`config.mk`:
```
export PLATFORM = sky130hd
export DESIGN_NAME = pipe_stall_ctrl
export DESIGN_NICKNAME = d
export VERILOG_FILES = /design/src/rtl/pipe_stall_ctrl_pkg.sv /design/src/rtl/pipe_stall_ctrl_mc_counter.sv /design/src/rtl/pipe_stall_ctrl.sv
export SDC_FILE = /design/constraint.sdc
export NUM_CORES = 1
export LEC_CHECK = 0
export ABC_CLOCK_PERIOD_IN_PS = 3300
export CORE_ASPECT_RATIO = 1.1
export CORE_UTILIZATION = 40
export DETAILED_ROUTE_END_ITERATION = 8
export GPL_ROUTABILITY_DRIVEN = 0
export GPL_TIMING_DRIVEN = 0
export HOLD_SLACK_MARGIN = 0.12
export PLACE_DENSITY = 0.82
export SLEW_MARGIN = 5
export SYNTH_ARGS = -nofsm -noshare
export SYNTH_HDL_FRONTEND = slang
export SYNTH_SLANG_ARGS = --single-unit
```
`constraint.sdc`:
```
create_clock -name clk -period 3.3 [get_ports clk]
set_clock_uncertainty 0.15 [all_clocks]
set_input_delay 0.66 -clock clk [delete_from_list [all_inputs] [get_ports clk]]
set_output_delay 0.66 -clock clk [all_outputs]
set_load 0.01 [all_outputs]
```
`src/rtl/pipe_stall_ctrl_pkg.sv`:
```
// Shared definitions for the pipeline sequencing controller.
//   - per-stage stall vectors (bit0 PC .. bit5 WB)
//   - exception type codes delivered by MEM
//   - exception vector offsets from EBASE
//   - controller FSM state encoding
//   - exc_target(): maps an exception type to its redirect PC
package pipe_stall_ctrl_pkg;

    localparam logic [5:0] STALL_NONE = 6'b000000;
    localparam logic [5:0] STALL_ID   = 6'b000111;  // hold PC, IF, ID
    localparam logic [5:0] STALL_EX   = 6'b001111;  // hold PC, IF, ID, EX

    localparam logic [31:0] EXC_INT          = 32'h0000_0001;
    localparam logic [31:0] EXC_SYSCALL      = 32'h0000_0008;
    localparam logic [31:0] EXC_INST_INVALID = 32'h0000_000a;
    localparam logic [31:0] EXC_OV           = 32'h0000_000c;
    localparam logic [31:0] EXC_TRAP         = 32'h0000_000d;
    localparam logic [31:0] EXC_ERET         = 32'h0000_000e;

    localparam logic [31:0] VEC_OFF_INT = 32'h0000_0020;
    localparam logic [31:0] VEC_OFF_GEN = 32'h0000_0040;

    typedef enum logic [1:0] {
        ST_IDLE    = 2'd0,
        ST_MULTI   = 2'd1,
        ST_RECOVER = 2'd2
    } state_t;

    // Interrupts use their own vector, eret returns to EPC, every other
    // non-zero type (listed or not) lands on the general vector.
    function automatic logic [31:0] exc_target(input logic [31:0] ebase,
                                               input logic [31:0] excepttype,
                                               input logic [31:0] epc);
        logic [31:0] tgt;
        case (excepttype)
            EXC_INT:          tgt = ebase + VEC_OFF_INT;
            EXC_ERET:         tgt = epc;
            EXC_SYSCALL,
            EXC_INST_INVALID,
            EXC_OV,
            EXC_TRAP:         tgt = ebase + VEC_OFF_GEN;
            default:          tgt = ebase + VEC_OFF_GEN;
        endcase
        return tgt;
    endfunction

endpackage

```
`src/rtl/pipe_stall_ctrl_mc_counter.sv`:
```
// Multi-cycle operation counter.
//   clk, rst  : clock, synchronous active-high reset
//   load      : start of an op; load_n is its total stall length N (N>=1)
//   dec       : one more stalled cycle of the op has elapsed
//   abort     : exception kills the op; count and pending done are dropped
//   last      : the current cycle is the final stalled cycle of the op
//   done      : registered one-cycle pulse in the first unstalled cycle
module mc_counter (
    input  logic       clk,
    input  logic       rst,
    input  logic       load,
    input  logic [5:0] load_n,
    input  logic       dec,
    input  logic       abort,
    output logic       last,
    output logic       done
);

    // Holds the number of stalled cycles still to come, including the
    // current one when in MULTI. The start cycle itself is not counted,
    // hence the N-1 load.
    logic [5:0] cnt;

    assign last = (cnt <= 6'd1);

    always_ff @(posedge clk) begin
        if (rst || abort) begin
            cnt  <= 6'd0;
            done <= 1'b0;
        end else begin
            done <= 1'b0;
            if (load) begin
                cnt  <= load_n - 6'd1;
                done <= (load_n == 6'd1);
            end else if (dec) begin
                cnt  <= cnt - 6'd1;
                done <= last;
            end
        end
    end

endmodule

```
`src/rtl/pipe_stall_ctrl.sv`:
```
// Central pipeline sequencing controller.
//   Merges load-use (ID) and EX stall requests, sequences multi-cycle EX
//   ops, and on exceptions flushes the pipe and supplies the redirect PC.
// Ports:
//   clk, rst       : clock, synchronous active-high reset (forces outputs 0)
//   stallreq_id    : load-use stall request from ID
//   stallreq_ex    : generic EX stall request
//   mc_start       : EX begins a multi-cycle op; mc_cycles = stall length N
//   excepttype_i   : exception type from MEM, 0 = none
//   cp0_epc_i      : EPC for eret
//   stall          : per-stage hold vector (bit0 PC .. bit5 WB)
//   flush, new_pc  : flush all stages and redirect; new_pc is 0 when flush=0
//   mc_busy        : multi-cycle op occupies EX this cycle
//   mc_done        : one-cycle pulse in the first cycle after the op's stall
//   stall_cnt      : saturating count of cycles with stall != 0
//
// mc_start/mc_done contract: mc_start is a single-cycle request honoured
// only when no op is in flight and no exception is present; an accepted
// op of N>=1 cycles stalls exactly N cycles and is answered by exactly one
// mc_done pulse, unless an exception or reset aborts it (then no mc_done).
module pipe_stall_ctrl
    import pipe_stall_ctrl_pkg::*;
#(
    parameter logic [31:0] EBASE  = 32'h0000_0000,
    parameter int          PERF_W = 32
) (
    input  logic              clk,
    input  logic              rst,
    input  logic              stallreq_id,
    input  logic              stallreq_ex,
    input  logic              mc_start,
    input  logic [5:0]        mc_cycles,
    input  logic [31:0]       excepttype_i,
    input  logic [31:0]       cp0_epc_i,
    output logic [5:0]        stall,
    output logic              flush,
    output logic [31:0]       new_pc,
    output logic              mc_busy,
    output logic              mc_done,
    output logic [PERF_W-1:0] stall_cnt
);

    state_t state, state_nx;

    logic cnt_load, cnt_dec, cnt_abort;
    logic cnt_last, done_q;
    logic [PERF_W-1:0] stall_cnt_q;

    mc_counter u_mc_counter (
        .clk    (clk),
        .rst    (rst),
        .load   (cnt_load),
        .load_n (mc_cycles),
        .dec    (cnt_dec),
        .abort  (cnt_abort),
        .last   (cnt_last),
        .done   (done_q)
    );

    always_ff @(posedge clk) begin
        if (rst) begin
            state <= ST_IDLE;
        end else begin
            state <= state_nx;
        end
    end

    always_comb begin
        state_nx  = state;
        stall     = STALL_NONE;
        flush     = 1'b0;
        new_pc    = 32'h0;
        mc_busy   = 1'b0;
        cnt_load  = 1'b0;
        cnt_dec   = 1'b0;
        cnt_abort = 1'b0;

        if (rst) begin
            state_nx = ST_IDLE;
        end else if (excepttype_i != 32'h0) begin
            flush     = 1'b1;
            new_pc    = exc_target(EBASE, excepttype_i, cp0_epc_i);
            cnt_abort = 1'b1;
            state_nx  = ST_RECOVER;
        end else if (state == ST_MULTI) begin
            // mc_start is ignored while an op is in flight.
            stall   = STALL_EX;
            mc_busy = 1'b1;
            cnt_dec = 1'b1;
            if (cnt_last) begin
                state_nx = ST_IDLE;
            end
        end else begin
            // IDLE and RECOVER share rules, except that in RECOVER the ID
            // stage holds a flushed bubble so its load-use request is moot.
            state_nx = ST_IDLE;
            if (mc_start && (mc_cycles != 6'd0)) begin
                stall    = STALL_EX;
                mc_busy  = 1'b1;
                cnt_load = 1'b1;
                if (mc_cycles != 6'd1) begin
                    state_nx = ST_MULTI;
                end
            end else if (stallreq_ex) begin
                stall = STALL_EX;
            end else if (stallreq_id && (state != ST_RECOVER)) begin
                stall = STALL_ID;
            end
        end
    end

    always_ff @(posedge clk) begin
        if (rst) begin
            stall_cnt_q <= '0;
        end else if ((stall != STALL_NONE) && !(&stall_cnt_q)) begin
            stall_cnt_q <= stall_cnt_q + {{(PERF_W-1){1'b0}}, 1'b1};
        end
    end

    assign mc_done   = done_q & ~rst;
    assign stall_cnt = rst ? '0 : stall_cnt_q;

endmodule

```
==> results.cfg, run 1 <==
[run_status]
status = finished clean

[synth]
synth_flop_cell = dfxtp_1
synth_top_area_frac = 0.300
yosys-top-cells-area = dfxtp_1 30%, and2_1 7.1%, nor2b_1 7.1%
syn_area_um2 = 2740
ys_warn_count = 0
ys_ff_latch = 41
synth.most_common_cell = nor2_1
ys_seq_area_frac = 0.300
synth_commonest_cells = 51 x nor2_1, 41 x dfxtp_1, 31 x and2_1, 31 x nor2b_1, 21 x a21oi_1
synth.distinct_cells = 44
ys_async_sr_fraction = 0
syn_inst = 368
synth_edf_count = 0
syn_avg_cell_area_um2 = 7.44
synth_top_area_cell = dfxtp_1

[job]
maxCapViolations = 0

[pwr]
comb_power_share = 0.165
clock_power_share = 0.336
powerDensity_nw_per_um2 = 213
swShare = 0.261
p_switching_mw = 0.259
peakVddDrop_mv = 0.141
power.internal_mw = 0.734
pwr-share-seq = 0.498
leakagePower_nw = 1.89
power_mw = 0.994

[cells_and_area]
filler_cell_count = 550
diodes = 0
syn_to_final_growth_pct = 70.2
num-nets-final = 621
layout-drive-gt1-share = 0.238

[timing]
setup_viol = 0
fin_crit_ps = 3200
relSlewSlack = 0.555
timing.final.crit_share = 0.970
grt_setup_unrepaired = no
slew_violations = 0
finalHoldViolCount = 0
tightest_slew_ps = 663
setup_slack_ps = 100
finalSetupTns_ps = 0
max_freq_ghz = 0.313

[worst_setup_path]
crit_buf_inv = 5
reg2reg_slack_ps = 500
slowest_delay_ps = 430
endpoint = new_pc[14]
cp.arrival_ps = 2390
start_kind = input pin
setup.worst_path.start = excepttype_i[5]
setup.worst_path.class = input pin to primary output
worstReg2RegStart = stall_cnt_q[17]
crit_family = simple AND/OR/NAND/NOR gates
cp_common_cell = buf_6
worstPathCellList = clkbuf_2, nor4_4, nand4_1, or3_4, nor2_4, buf_12, buf_8, buf_6, and2_4, buf_6
cp.depth = 10
end_kind = primary output
timing.rr.end = stall_cnt_q[13]
slowest_stage = or3_4
required_ps = 2490
ff2ff_path_depth = 8
worstPathMaxFanout = 6

[floorplanning]
dieArea_um2 = 7180
rows = 31
initial_core_util = 0.415
coreArea_um2 = 6590
ios = 148
chipHeight_um = 88.8
fp.dieW_um = 80.9

[placement]
pre_cts_slack_ps = -1030
port_buffers = 145
dp_hpwl_um = 6620

[route]
drt-wirelength-per-cell_um = 14.7
vias = 3317
drtIter0Drc = 211
dr.pass1.iters = 4
vias_per_cell = 5.32
drcViolationCount = 0
ant_nets = 0
finalWirelength_um = 9150

[cts]
clk_latency_ps = 300
cts_buffers = 5
cts_tree = done
h-tree-depth = 2
clkTransAtPathRegs_ps = 80
root_buffer = clkbuf_8
clock_path_buffers = 2
clock-sinks = 41

[global_route]
grt_overflow_total = 0
grt_start_max_net_pins = 18
grt_pass1_vias = 3039
grt_pass1_wl_um = 13800
groute.usage.overall = 0.248
antenna_found_initial = 0

[min_path]
hold_path.class = register to register
==> final cells by class <==
cell class,instances,area (µm²),area share
buffer,21,166,0.0357
clock buffer,5,68.8,0.0148
clock inverter,3,17.5,0.00376
inverter,11,41.3,0.00886
multi-input combinational,295,2010,0.432
sequential,41,821,0.176
tap,82,103,0.0220
timing repair buffer,165,1430,0.307
==> state kept, by name, summed over array words and instances (netlist names) <==
register / cells
stall_cnt_q: 32
state: 2
u_mc_counter.cnt: 6
u_mc_counter.done: 1
==> placed cells by master, fill, tap and decap left out, types with 9 or more instances in the layout <==
cell,count
dfxtp_1,41
clkdlybuf4s50_1,76
nor2b_1,30
nor2_1,48
and2_1,25
a21oi_1,21
clkbuf_2,18
o21ai_0,11
nor3_1,12
nand4_1,10
buf_4,20
buf_6,9
mux2_2,10
nand2_1,19
inv_1,11
dlygate4sd2_1,12
nand3_1,14
buf_2,24
==> worst min-delay path by stage <==
stage	from	slack, ps	endpoint	cells after the start
3_5_place_dp	u_mc_counter.cnt[4]	340	u_mc_counter.cnt[4]	2
6_report	u_mc_counter.cnt[4]	350	u_mc_counter.cnt[4]	2
4_1_cts	u_mc_counter.cnt[4]	340	u_mc_counter.cnt[4]	2
3_3_place_gp	stall_cnt_q[31]	320	stall_cnt_q[31]	2
5_1_grt	u_mc_counter.cnt[4]	370	u_mc_counter.cnt[4]	2
2_1_floorplan	stall_cnt_q[31]	310	stall_cnt_q[31]	2
==> metrics by stage <==
step	cells	util	hold WS (ps)	cell area (µm²)
finish	623	0.707	348	4660
global route	623	0.707	372	4660
CTS	618	0.691	342	4560
detailed placement	596	0.651	336	4300
global placement	596	0.651	321	4300
floorplan	369	-	306	2740
==> metal layers <==
layer | vias to the layer above | routed length (µm) | track usage
li1 | 1623 | - | -
met1 | 1546 | 3590 | 0.286
met2 | 136 | 4860 | 0.451
met3 | 12 | 572 | 0.0557
met4 | 0 | 119 | 0.0795
met5 | - | 0 | 0
==> power groups by stage <==
stage               Sequential (mW)  Clock (mW)  Combinational [mW]
CTS                           0.495       0.332               0.157
global route                  0.495       0.355               0.176
detailed placement            0.507           0               0.149
finish                        0.495       0.334               0.164
global placement              0.507           0               0.146
floorplan                     0.507           0              0.0414
==> worst reg2reg max path: stages, from the launching register on <==
cell,delay [ps]
dfxtp_1,400
nand4_1,250
nor3_1,630
and3_1,260
clkbuf_1,240
or4_1,180
buf_6,180
nor3_1,70
mux2_1,310
==> cells by family (layout without fill, tap and decap cells) <==
family	Yosys count	after routing	synth area share
other cells	1	2	0.00137
mux	15	15	0.0612
flops	41	41	0.300
simple gates	218	218	0.431
compound gates	42	42	0.0887
buf+inv	33	205	0.0516
xor+xnor	11	11	0.0352
fa+ha+maj	7	7	0.0311
==> repair_timing <==
action | in CTS | in global routing
gates cloned | 3 | 0
resized for setup | 217 | 63
hold buffers | 0 | 0
pin swaps | 15 | 14
buffers inserted | 12 | 7
endpoints found under the setup margin | 68 | 47
Power figures use the tool's default switching activity.
==> inputs of run 2 (changes only) <==
CELL_PAD_IN_SITES_DETAIL_PLACEMENT = 0   (was default)
CELL_PAD_IN_SITES_GLOBAL_PLACEMENT = 1   (was default)
CORE_UTILIZATION = 27   (was 40)
PLACE_DENSITY = default   (was 0.82)
PLACE_DENSITY_LB_ADDON = 0.1   (was default)
SETUP_SLACK_MARGIN = 0.15   (was default)
==> results.cfg, run 2 (synthesis gave the netlist of run 1 again) <==
[worst_setup_path]
required_ps = 2490
cp.arrival_ps = 2340
worstPathMaxFanout = 5
reg2reg_slack_ps = 480
start_kind = input pin
worstReg2RegStart = stall_cnt_q[17]
end_kind = primary output
endpoint = new_pc[11]
setup.worst_path.class = input pin to primary output
timing.rr.end = stall_cnt_q[7]
setup.worst_path.start = excepttype_i[6]
ff2ff_path_depth = 9

[cts]
clk_latency_ps = 290
clock-sinks = 41
clkTransAtPathRegs_ps = 80
clock_path_buffers = 2
cts_buffers = 5
cts_tree = done
h-tree-depth = 2
root_buffer = clkbuf_8

[global_route]
grt_pass1_vias = 2986
grt_start_max_net_pins = 12
grt_pass1_wl_um = 14500
groute.usage.overall = 0.172
grt_overflow_total = 0
antenna_found_initial = 0

[cells_and_area]
syn_to_final_growth_pct = 73.7
layout.cells.most_common = clkdlybuf4s50_1
largest_registers = stall_cnt_q: 32 flops, u_mc_counter.cnt: 6 flops, state: 2 flops
layout_common_cells = 69 x clkdlybuf4s50_1, 48 x nor2_1, 41 x dfxtp_1
num-nets-final = 618
final_cells = 656
regMostFlops = stall_cnt_q
largest_register_ffs = 32
filler_cell_count = 1013
layout-drive-gt1-share = 0.250
layout.area.seq_um2 = 821
diodes = 0
multi_input_area_um2 = 2040

[route]
finalWirelength_um = 9290
drtIter0Drc = 74
vias = 3200
vias_per_cell = 4.88
dr.pass1.iters = 6
drt-wirelength-per-cell_um = 14.2
drcViolationCount = 3
ant_nets = 0

[pwr]
peakVddDrop_mv = 0.152
power_mw = 0.982
powerDensity_nw_per_um2 = 207
leakagePower_nw = 1.91

[floorplanning]
dieArea_um2 = 10500
ios = 148
fp.dieW_um = 98.0
coreArea_um2 = 9840
initial_core_util = 0.278
chipHeight_um = 108
rows = 38

[timing]
fin_crit_ps = 3150
setup_viol = 0
grt_setup_unrepaired = yes
tightest_slew_ps = 599
finalSetupTns_ps = 0
max_freq_ghz = 0.318
slew_violations = 0
fin_hold_ws_ps = 345
relSlewSlack = 0.598
finalHoldViolCount = 0
timing.final.crit_share = 0.954

[placement]
dp.cells = 634
port_buffers = 145
dp_hpwl_um = 7180

[run_status]
violations = DRC
status = finished with violations

[min_path]
hold_start = u_mc_counter.cnt[4]
holdPathStages = 2
hold_path.class = register to register

[job]
maxCapViolations = 0
## run 2: changes by cell type in the layout (fill, tap and decap cells not counted), sizes merged
cell           delta
clkinvlp          -1
buf              +11
dlygate4sd2       +3
clkbuf           -14
a21boi            +1
clkdlybuf4s15     +1
clkinv            -1
dlymetal6s2s      +2
clkdlybuf4s50     -7
## run 2: final cells by class
type | instances | area share
tap | 120 | 0.0316
clock buffer | 5 | 0.0145
sequential | 41 | 0.173
clock inverter | 1 | 0.00105
multi-input combinational | 296 | 0.428
inverter | 11 | 0.00868
buffer | 22 | 0.0358
timing repair buffer | 160 | 0.308
## run 2: worst max-delay path, cell delays in order
cell and delay, ps:
dlygate4sd2_1 260, nor4_4 130, nand4_1 160, or3_4 420, nor2_4 150, buf_6 130
buf_6 100, buf_8 100, and2_4 130, buf_6 100
## run 2: where the power goes
| part | internal [mW] | switching (mW) | leakage, nW |
|---|---|---|---|
| Clock | 0.140 | 0.181 | 0.0399 |
| Combinational | 0.0952 | 0.0708 | 1.54 |
| Sequential | 0.495 | 0.000348 | 0.330 |
## run 2: what timing repair did
action                                  CTS  global route
gates resized for setup                 284            42
cloned                                    4             0
hold endpoints to repair                  0             0
endpoints found under the setup margin   95            44
setup buffers                            11             1
hold buffers                              0             0
pin swaps                                24            15
## run 2: how the worst min path moves through the flow
| stage | endpoint | slack [ps] |
|---|---|---|
| floorplan | stall_cnt_q[31] | 310 |
| global placement | stall_cnt_q[31] | 330 |
| detailed placement | u_mc_counter.cnt[4] | 340 |
| CTS | u_mc_counter.cnt[4] | 350 |
| global route | stall_cnt_q[31] | 380 |
| finish | u_mc_counter.cnt[4] | 340 |
## run 2: per-stage QoR
| step | cell area [µm²] | setup slack (ps) | util |
|---|---|---|---|
| after floorplan | 2740 | 277 | - |
| after global placement | 4340 | -957 | 0.441 |
| after detailed placement | 4340 | -989 | 0.441 |
| after CTS | 4640 | 72.5 | 0.471 |
| after global routing | 4750 | 71.6 | 0.483 |
| final | 4750 | 151 | 0.483 |
## run 2: layer usage
layer | up-vias | track usage | wire length [µm]
met1 | 1478 | 0.205 | 3930
met2 | 98 | 0.311 | 4730
li1 | 1616 | - | -
met5 | - | 0 | 0
met3 | 8 | 0.0403 | 541
met4 | 0 | 0.0390 | 93
